File: config.mk
export PLATFORM = sky130hd
export DESIGN_NAME = pet_mood_engine
export DESIGN_NICKNAME = d
export VERILOG_FILES = /design/src/rtl/pet_pkg.sv /design/src/rtl/pet_mood_engine_tick_gen.sv /design/src/rtl/pet_mood_engine.sv
export SDC_FILE = /design/constraint.sdc
export NUM_CORES = 1
export LEC_CHECK = 0
export CELL_PAD_IN_SITES_DETAIL_PLACEMENT = 1
export CELL_PAD_IN_SITES_GLOBAL_PLACEMENT = 2
export CORE_MARGIN = 4
export CORE_UTILIZATION = 32
export DETAILED_ROUTE_END_ITERATION = 8
export PLACE_DENSITY_LB_ADDON = 0.12
export SLEW_MARGIN = 0
export SYNTH_ARGS = -nofsm -noshare
export SYNTH_HDL_FRONTEND = slang
export SYNTH_SLANG_ARGS = --single-unit
export TNS_END_PERCENT = 30
File: constraint.sdc
create_clock -name clk -period 3.41 [get_ports clk]
set_input_delay 0.682 -clock clk [delete_from_list [all_inputs] [get_ports clk]]
set_output_delay 0.682 -clock clk [all_outputs]
set_load 0.05 [all_outputs]
File: src/rtl/pet_pkg.sv
// Shared encodings for the pet mood engine: moods, need codes and the order in
// which needs are prioritised when several are critical at once.
package pet_pkg;

  typedef enum logic [2:0] {
    MOOD_OK    = 3'd0,
    MOOD_NEEDY = 3'd1,
    MOOD_SLEEP = 3'd2,
    MOOD_SICK  = 3'd3,
    MOOD_DEAD  = 3'd4
  } mood_e;

  typedef enum logic [2:0] {
    NEED_NONE      = 3'd0,
    NEED_HEALTH    = 3'd1,
    NEED_HUNGER    = 3'd2,
    NEED_HYGIENE   = 3'd3,
    NEED_ENERGY    = 3'd4,
    NEED_HAPPINESS = 3'd5,
    NEED_SOCIAL    = 3'd6
  } need_e;

  localparam int unsigned NUM_NEEDS      = 6;
  localparam int unsigned THRESH_DEFAULT = 12;

  // Critical-need vector bit i corresponds to need code i+1 (bit 0 = health, highest priority).
  localparam int unsigned  IDX_HEALTH  = 0;
  localparam int unsigned  IDX_ENERGY  = 3;
  localparam logic [5:0]   ENERGY_MASK = 6'b00_1000;

  function automatic need_e top_need(input logic [5:0] crit);
    need_e top;
    top = NEED_NONE;
    // Walk from lowest to highest priority so the highest critical need is assigned last.
    for (int unsigned i = 0; i < NUM_NEEDS; i++) begin
      if (crit[NUM_NEEDS-1-i]) top = need_e'(3'(NUM_NEEDS - i));
    end
    return top;
  endfunction

  function automatic logic [2:0] popcount6(input logic [5:0] v);
    logic [2:0] n;
    n = '0;
    for (int unsigned i = 0; i < NUM_NEEDS; i++) begin
      n = n + {2'b00, v[i]};
    end
    return n;
  endfunction

endpackage

File: src/rtl/pet_mood_engine_tick_gen.sv
// Evaluation-tick prescaler: count wraps at TICK_DIV-1, tick is high for that one cycle.
module tick_gen #(
  parameter int unsigned TICK_DIV = 1000
) (
  input  logic clk,
  input  logic reset,
  output logic tick_o
);

  localparam int unsigned    CW   = (TICK_DIV > 1) ? $clog2(TICK_DIV) : 1;
  localparam logic [CW-1:0]  LAST = CW'(TICK_DIV - 1);

  logic [CW-1:0] cnt_q;

  always_ff @(posedge clk or posedge reset) begin
    if (reset)              cnt_q <= '0;
    else if (cnt_q == LAST) cnt_q <= '0;
    else                    cnt_q <= cnt_q + 1'b1;
  end

  assign tick_o = (cnt_q == LAST);

endmodule

File: src/rtl/pet_mood_engine.sv
// Pet mood engine: samples need stats each tick, runs the mood FSM, raises a
// prioritised care request with valid/ack handshake, and pulses an alert on bad-mood entry.
module pet_mood_engine
  import pet_pkg::*;
#(
  parameter int unsigned TICK_DIV   = 1000,
  parameter int unsigned THRESH     = THRESH_DEFAULT,
  parameter int unsigned SICK_TICKS = 8,
  parameter int unsigned DEAD_TICKS = 16
) (
  input  logic       clk,
  input  logic       reset,
  input  logic [3:0] hunger,
  input  logic [3:0] happiness,
  input  logic [3:0] health,
  input  logic [3:0] hygiene,
  input  logic [3:0] energy,
  input  logic [3:0] social,
  output logic [2:0] mood,
  output logic       need_valid,
  output logic [2:0] need_code,
  input  logic       need_ack,
  output logic       alert_pulse,
  output logic       dead
);

  localparam int unsigned SW = $clog2(SICK_TICKS + 1);
  localparam int unsigned DW = $clog2(DEAD_TICKS + 1);
  localparam logic [SW-1:0] SICK_MAX = SW'(SICK_TICKS);
  localparam logic [DW-1:0] DEAD_MAX = DW'(DEAD_TICKS);
  localparam logic [3:0]    TH       = 4'(THRESH);
  localparam logic [3:0]    WAKE     = 4'(THRESH / 2);

  logic          tick;
  logic [5:0]    crit;
  logic [2:0]    ncrit;
  logic          energy_only;
  need_e         top;

  mood_e         mood_q, mood_d;
  logic [SW-1:0] sick_q, sick_d;
  logic [DW-1:0] dcnt_q, dcnt_d;
  logic          valid_q, alert_q;
  need_e         code_q, last_q;

  tick_gen #(.TICK_DIV(TICK_DIV)) u_tick (
    .clk    (clk),
    .reset  (reset),
    .tick_o (tick)
  );

  assign crit = {social >= TH, happiness >= TH, energy >= TH,
                 hygiene >= TH, hunger >= TH, health >= TH};
  assign ncrit       = popcount6(crit);
  assign energy_only = (crit == ENERGY_MASK);
  assign top         = top_need(crit);

  always_comb begin
    sick_d = sick_q;
    dcnt_d = dcnt_q;
    mood_d = mood_q;
    if (tick) begin
      if (ncrit >= 3'd2) sick_d = (sick_q == SICK_MAX) ? sick_q : sick_q + 1'b1;
      else               sick_d = '0;
      if (mood_q == MOOD_SICK && crit[IDX_HEALTH])
        dcnt_d = (dcnt_q == DEAD_MAX) ? dcnt_q : dcnt_q + 1'b1;
      else
        dcnt_d = '0;
      // Transitions compare against the post-update counters so SICK_TICKS
      // consecutive qualifying ticks are enough, including the current one.
      unique case (mood_q)
        MOOD_OK: begin
          if (energy_only)     mood_d = MOOD_SLEEP;
          else if (|crit)      mood_d = MOOD_NEEDY;
        end
        MOOD_NEEDY: begin
          if (ncrit == 3'd0)   mood_d = MOOD_OK;
          else if (energy_only) mood_d = MOOD_SLEEP;
          else if (sick_d == SICK_MAX) mood_d = MOOD_SICK;
        end
        MOOD_SLEEP: begin
          if (energy < WAKE)   mood_d = MOOD_OK;
          else if (|(crit & ~ENERGY_MASK)) mood_d = MOOD_NEEDY;
        end
        MOOD_SICK: begin
          if (!crit[IDX_HEALTH] && ncrit < 3'd2) mood_d = MOOD_NEEDY;
          else if (dcnt_d == DEAD_MAX)          mood_d = MOOD_DEAD;
        end
        default: mood_d = mood_q;
      endcase
    end
  end

  always_ff @(posedge clk or posedge reset) begin
    if (reset) begin
      mood_q  <= MOOD_OK;
      sick_q  <= '0;
      dcnt_q  <= '0;
      valid_q <= 1'b0;
      code_q  <= NEED_NONE;
      last_q  <= NEED_NONE;
      alert_q <= 1'b0;
    end else begin
      mood_q  <= mood_d;
      sick_q  <= sick_d;
      dcnt_q  <= dcnt_d;
      alert_q <= (mood_d != mood_q) &&
                 (mood_d inside {MOOD_NEEDY, MOOD_SICK, MOOD_DEAD});
      if (mood_d == MOOD_DEAD) begin
        valid_q <= 1'b0;
      end else if (valid_q && need_ack) begin
        // Ack takes precedence over a coincident tick; that tick's request evaluation is dropped.
        valid_q <= 1'b0;
        last_q  <= code_q;
      end else if (tick) begin
        if (top == NEED_NONE) last_q <= NEED_NONE;
        if (!valid_q && top != NEED_NONE && top != last_q) begin
          valid_q <= 1'b1;
          code_q  <= top;
        end
      end
    end
  end

  assign mood        = mood_q;
  assign need_valid  = valid_q;
  assign need_code   = code_q;
  assign alert_pulse = alert_q;
  assign dead        = (mood_q == MOOD_DEAD);

endmodule

==> results of run 1 <==
[sequential cells by signal, summed over array words and instances, names as in the netlist]
name and count:
dcnt_q 5, need_code 3, u_tick.cnt_q 10, last_q 3
mood 3, sick_q 4, alert_pulse 1, need_valid 1
[worst max-delay path by stage]
stage                   start                       end  slack, ns  cells after the start
floorplan           energy[3]  need_code[1]$_DFFE_PP0P_      -0.54                     14
global placement    energy[3]  need_code[1]$_DFFE_PP0P_      -1.24                     15
detailed placement  energy[3]  need_code[1]$_DFFE_PP0P_      -1.33                     15
CTS                 energy[3]  need_code[1]$_DFFE_PP0P_      -0.53                     15
global route        hunger[3]  need_code[2]$_DFFE_PP0P_      -0.57                     15
finish              hunger[3]  need_code[2]$_DFFE_PP0P_      -0.46                     15
[per-stage QoR]
stage          instances  instance area [um^2]
5_1_grt              340                  2659
3_5_place_dp         331                  2516
2_1_floorplan        217                  2051
6_report             340                  2659
3_3_place_gp         331                  2516
4_1_cts              340                  2630
[repair_timing]
action,CTS,global route
gates resized for setup,38,6
hold buffers,0,0
setup endpoints to repair,14,10
setup buffers,1,0
pin swaps,12,10
endpoints found under the hold margin,0,0
[where the power goes]
group | internal (W) | total (W) | leakage (nW) | switching, W
logic | 0.0000804 | 0.000163 | 0.684 | 0.0000822
clock network | 0.000162 | 0.000311 | 0.0472 | 0.000149
registers | 0.000365 | 0.000375 | 0.371 | 0.00000997
total | 0.000608 | 0.000849 | 1.10 | 0.000241
[critical path, cell delays in order]
cell,delay (ns)
buf_8,0.07
nand2_4,0.06
fa_1,0.55
inv_2,0.04
fa_1,0.50
ha_2,0.17
inv_2,0.04
fa_1,0.47
and2_4,0.16
a211o_1,0.25
nor4b_4,0.27
o21ai_2,0.10
o211a_4,0.16
a21oi_4,0.18
mux2_4,0.32
[placed cells by master, fill, tap and decap left out, types with 3 or more instances in the layout]
cell type / instances
nand3_1: 16
and2_1: 5
o31ai_1: 5
inv_1: 16
dfrtp_1: 30
o21ai_0: 17
xor2_1: 6
clkdlybuf4s50_1: 18
clkbuf_8: 6
buf_8: 3
nand2_1: 17
nor3_1: 4
nor2_1: 13
buf_4: 24
a21oi_1: 7
a211oi_1: 4
inv_2: 3
ha_1: 6
a32o_1: 5
fa_1: 3
[logic make-up after synthesis]
logic type               share of synthesized area (%)
XOR/XNOR                                         3.489
AND/OR/NAND/NOR                                  19.81
buffers and inverters                            4.860
flip-flops                                       37.38
multiplexers                                     2.492
AO/OA/AOI/OAI                                    24.61
adder cells (fa/ha/maj)                          7.352
[per-layer routing]
metal,part of all wire (%),routed length [um],up-vias
li1,-,-,879
met1,46,2551,879
met2,50,2798,23
met3,2.9,164,5
met4,1.1,62,0
met5,0,0,-
[final cells by class]
class                   instances  share of cell area, %
clock buffers                   6                  3.106
repair buffers                 46                  15.67
inverters                      19                  2.682
multi-input cells             162                  46.31
flip-flops and latches         30                  28.24
clock inverters                 2                 0.4706
well taps                      75                  3.529
==> flow_metrics.tcl, run 1 <==
set metrics [dict create \
    synth_area_um2 2008 \
    grt_pass1_vias 1958 \
    async_flop_share_pct 100.0 \
    grt_use_met2_pct 28.78 \
    synth_top_area_cell "dfrtp_1" \
    p_per_area_nw_per_um2 319.4 \
    fin_setup_tns_ns -3.087 \
    hp-start "u_tick.cnt_q[0]$_DFF_PP0_" \
    timing.final.hold_violations 0 \
    clk_latency_ns 0.29 \
    dr.pass1.iters 4 \
    worstRegToRegCells 9 \
    n_antenna_cell 0 \
    grt_max_degree 31 \
    run_status "finished with violations" \
    start_util_pct 33.52 \
    critPathMaxFanout 3 \
    grt.met3_usage_pct 2.649 \
    cts_sinks 30 \
    regArea_um2 750.7 \
    clkTransAtPathRegs_ns 0.08 \
    dr.first_iter.drc_count 39 \
    synth.cells.most_frequent "dfrtp_1 (30), nand2_1 (20), inv_1 (19), o21ai_0 (19), nand3_1 (16)" \
    finalSetupViolations 8 \
    reg2reg_to "last_q[0]$_DFFE_PP0P_" \
    p_leak_nw 1.102 \
    start_kind "input pin" \
    min_path_cells 1 \
    pin_count 36 \
    violations "negative setup slack" \
    max_slew_margin_pct 55.94 \
    fp.coreArea_um2 5991 \
    drive_gt1_share_pct 23.40 \
    row_count 28 \
    h-tree-depth 2 \
    synth_edf_count 0 \
    dp_hpwl_um 4316 \
    yosysUniqueCellTypes 54 \
    clock_skew_ns 0.009092 \
    endpoint_kind "flop" \
    cts_buffers 5 \
    worstSetupPathType "input pin to flop" \
    fin_ws_ns -0.4557 \
    synth-seq-area-share_pct 37.38 \
    min_path_type "flop to flop" \
    place.gp.congestion 0.7707 \
    multiInputGateArea_um2 1231 \
    wl_um 5577 \
    maxSlewViolCount 0 \
    rsz0062_at_grt "yes" \
    grt.busiest_layer "met2" \
    power_w 0.0008492 \
    cp.arrival_ns 4.05 \
    syn_inst 217 \
    dp_slack_ns -1.328 \
    cap_violations 0 \
    synthFlopType "dfrtp_1" \
    antenna_found_initial 0 \
    yosys_warnings 0 \
    fin_crit_ns 3.866 \
    yosys.cell_count.top_type "dfrtp_1" \
    drcViolationCount 0 \
    fp.dieArea_um2 7607 \
    root_buffer "clkbuf_8" \
    cts_tree "built" \
    grt_use_total_pct 16.16 \
    r2r-start "dcnt_q[0]$_DFFE_PP0N_" \
    grt_util_met1_pct 20.20 \
    area_growth_pct 32.40 \
    grt_pass1_wl_um 9577 \
    cp.required_ns 3.59 \
    synth_top_cell_area_share_pct 37.38 \
    vias 1786 \
    synth_area_leaders "dfrtp_1 (37%), o21ai_0 (4.7%), ha_1 (4.4%), nand3_1 (4.0%), nand2_1 (3.7%)" \
    final_util_pct 44.38 \
    ys_ff_latch 30 \
    fillerInstances 699 \
    fmax_mhz 258.7 \
    vdd_drop_max_mv 0.2695 \
    nets 301 \
    hold_slack_ns 0.4844 \
    syn-mean-instance-area_um2 9.254 \
    vias_per_cell 5.253 \
    port_buffers 24 \
    die_width_um 87.22 \
    fin_crit_sh_pct 113.4 \
    fp.dieH_um 87.22 \
    synth_nets 254 \
    wl_per_cell_um 16.40 \
    tightest_slew_ns 0.6558 \
    cts_buffer_depth 2 \
    gr-total-overflow 0 \
    drtAntennaViolNets 0 \
    rrSetupSlack_ns 0.67 \
    whs_endpoint "u_tick.cnt_q[0]$_DFF_PP0_" \
]
Note: power is estimated with default switching activity, not from simulation.
==> inputs of run 2 (changes only) <==
- CORE_UTILIZATION: 32 -> 33
- CTS_BUF_LIST: unset -> sky130_fd_sc_hd__clkbuf_8
- SYNTH_HIERARCHICAL: unset -> 1
==> flow_metrics.tcl, run 2 <==
set metrics [dict create \
    run_status "finished with violations" \
    violations "negative setup slack" \
    antenna_found_initial 0 \
    power_frac_comb_pct 17.8 \
    pin_count 36 \
    yosys.cell_count.top_type "dfrtp_1" \
    ys_ff_latch 30 \
    seqPwrFrac_pct 44.9 \
    rsz0062_at_grt "yes" \
    row_count 28 \
    fmax_mhz 272.0 \
    port_buffers 24 \
    die_width_um 86.66 \
    cp.required_ns 3.58 \
    synthFlopType "dfrtp_1" \
    largest_registers "u_tick/cnt_q: 10 flops, dcnt_q: 5 flops, sick_q: 4 flops" \
    vdd_drop_max_mv 0.1750 \
    fin_crit_sh_pct 107.8 \
    final_util_pct 45.78 \
    synth_area_leaders "dfrtp_1 (37%), nand2_1 (4.4%), ha_1 (4.3%), o21ai_0 (3.2%), fa_1 (2.9%)" \
    clkTransAtPathRegs_ns 0.07 \
    dr.first_iter.drc_count 81 \
    cts_sinks 30 \
    max_slew_margin_pct 43.27 \
    yosysUniqueCellTypes 62 \
    drive_gt1_share_pct 27.68 \
    fin_crit_ns 3.676 \
    p_per_area_nw_per_um2 300.3 \
    area_growth_pct 33.52 \
    clock_skew_ns 0.01068 \
    path_cells "buf_6 > and2_4 > inv_6 > fa_1 > inv_1 > fa_1 > ha_2 > fa_2 > nor2_4 > buf_6 > nand2_4 > nand2_4 > o41ai_4 > a31oi_4 > mux2_4" \
    async_flop_share_pct 100.0 \
    cts_tree "built" \
    swShare_pct 27.64 \
    wl_per_cell_um 16.31 \
    top_register "u_tick/cnt_q" \
    dp_hpwl_um 4262 \
    power_w 0.0008188 \
    wl_um 5644 \
    final_cell_mix "dfrtp_1 (30), buf_4 (23), nand2_1 (20)" \
    grt_pass1_wl_um 9929 \
    dr.pass1.iters 4 \
    maxSlewViolCount 0 \
    slowest_stage "fa_2" \
    grt_pass1_vias 2074 \
    cts_buffer_depth 2 \
    grt_use_total_pct 16.62 \
    drtAntennaViolNets 0 \
    postCtsHoldBufs 0 \
    p_leak_nw 1.137 \
    finalSetupViolations 8 \
    power_switching_w 0.0002263 \
    tightest_slew_ns 0.8501 \
    cp.arrival_ns 3.85 \
    endpoint_kind "flop" \
    largest_reg_flops 10 \
    gr-total-overflow 0 \
    synth_top_area_cell "dfrtp_1" \
    synth_area_um2 2042 \
    drcViolationCount 0 \
    timing.final.hold_violations 0 \
    vias 1877 \
    final_common_cell "dfrtp_1" \
    min_path_type "flop to flop" \
    clk_latency_ns 0.28 \
    fp.dieH_um 86.66 \
    fp.dieArea_um2 7510 \
    cp_top_family "adder cells" \
    start_util_pct 34.29 \
    synth.cells.most_frequent "dfrtp_1 (30), nand2_1 (24), inv_1 (14), o21ai_0 (13), a21oi_1 (11)" \
    nets 307 \
    critPathMaxFanout 3 \
    start_kind "input pin" \
    synth-seq-area-share_pct 36.76 \
    h-tree-depth 2 \
    syn_inst 218 \
    syn-mean-instance-area_um2 9.367 \
    place.gp.congestion 0.7869 \
    cap_violations 0 \
    synth_nets 255 \
    yosys_warnings 6 \
    pwr-share-clk_pct 37.2 \
    p_int_w 0.0005925 \
    synth_edf_count 0 \
    path_buf_inv 4 \
    root_buffer "clkbuf_8" \
    cts_buffers 5 \
    fin_ws_ns -0.2660 \
    grt_max_degree 21 \
    worstSetupPathType "input pin to flop" \
    fp.coreArea_um2 5956 \
    vias_per_cell 5.425 \
    synth_top_cell_area_share_pct 36.76 \
    n_antenna_cell 0 \
    critPathMaxStageDelay_ns 0.56 \
]
==> run 2: cell types whose count changed after synthesis, sizes merged, moves of 3 or more <==
cell / before / now
nand3: 16 / 10
and2: 6 / 3
nor4: 0 / 3
o21ai: 20 / 14
nor2: 14 / 11
a211oi: 4 / 1
a31oi: 0 / 5
nand2: 20 / 25
and3: 1 / 7
o22ai: 0 / 3
xor2: 6 / 3
or2: 0 / 3
==> run 2: routing by layer <==
metal / global-route usage (%) / up-vias / share of wire [%]
met5: 0 / - / 0
met4: 4.533 / 0 / 1.8
met3: 3.232 / 11 / 3.0
met2: 27.19 / 35 / 48
met1: 22.38 / 920 / 47
li1: - / 911 / -
==> run 2: power by group through the flow <==
stage / sequential (W) / clock (W) / combinational, W
after floorplan: 0.000375 / 0 / 0.0000642
after global placement: 0.000374 / 0 / 0.000126
after detailed placement: 0.000374 / 0 / 0.000128
after CTS: 0.000368 / 0.000312 / 0.000136
after global routing: 0.000369 / 0.000335 / 0.000165
final: 0.000368 / 0.000305 / 0.000146
==> run 2: what timing repair did <==
action	4_1_cts	5_1_grt
pin swaps	15	8
gates resized for setup	35	10
endpoints found under the setup margin	14	12
setup buffers	4	1
==> run 2: worst reg2reg max path: cells and delay by family, from the launching register on <==
family | cells | cell delay, ns
AND/OR/NAND/NOR | 4 | 1.11
AO/OA/AOI/OAI | 2 | 0.54
flip-flops | 1 | 0.43
multiplexers | 1 | 0.33
adder cells (fa/ha/maj) | 1 | 0.25
buffers and inverters | 1 | 0.15
==> run 2: area by class of cell <==
class                   count  area (um^2)
fillers                   717         3229
multi-input cells         167         1300
flip-flops and latches     30        750.7
repair buffers             49        417.9
well taps                  75        93.84
clock buffers               6        82.58
inverters                  17        68.82
clock inverters             2        12.51
==> run 2: logic make-up (layout without fill, tap and decap cells) <==
family / count (synthesis) / in the layout / synth area share, %
compound gates: 62 / 62 / 22.92
buf+inv: 21 / 74 / 4.779
flops: 30 / 30 / 36.76
simple gates: 84 / 84 / 23.10
mux: 5 / 5 / 2.635
xor+xnor: 6 / 6 / 2.574
fa+ha+maj: 10 / 10 / 7.230
==> run 2: final timing paths <==
path | slack, ns | to | cells after the start | startpoint
min reg2reg | 0.52 | last_q[0]$_DFFE_PP0P_ | 1 | last_q[0]$_DFFE_PP0P_
max reg2reg | 0.50 | need_code[0]$_DFFE_PP0P_ | 9 | u_tick/cnt_q[0]$_DFF_PP0_
min in group asynchronous | 0.72 | u_tick/cnt_q[6]$_DFF_PP0_ | 2 | reset
max in group asynchronous | 1.97 | mood[0]$_DFF_PP0_ | 2 | reset
max | -0.27 | need_code[0]$_DFFE_PP0P_ | 15 | health[3]
min | 0.52 | last_q[0]$_DFFE_PP0P_ | 1 | last_q[0]$_DFFE_PP0P_
==> run 2: metrics by stage <==
step / std cells / instance area (um^2) / setup TNS, ns / setup WS (ns) / hold WS, ns
after detailed placement: 333 / 2524 / -10.00 / -1.004 / 0.5151
after global placement: 333 / 2524 / -9.216 / -0.8777 / 0.5124
after floorplan: 218 / 2077 / -2.804 / -0.4341 / 0.4755
final: 346 / 2726 / -1.683 / -0.2660 / 0.5242
after CTS: 345 / 2679 / -2.295 / -0.3911 / 0.5330
after global routing: 346 / 2726 / -2.477 / -0.3423 / 0.5464
==> inputs of run 3 (changes only) <==
- CTS_CLUSTER_DIAMETER: unset -> 100
==> results of run 3 <==
No change in the layout: final DEF, timing and power equal those of run 2.
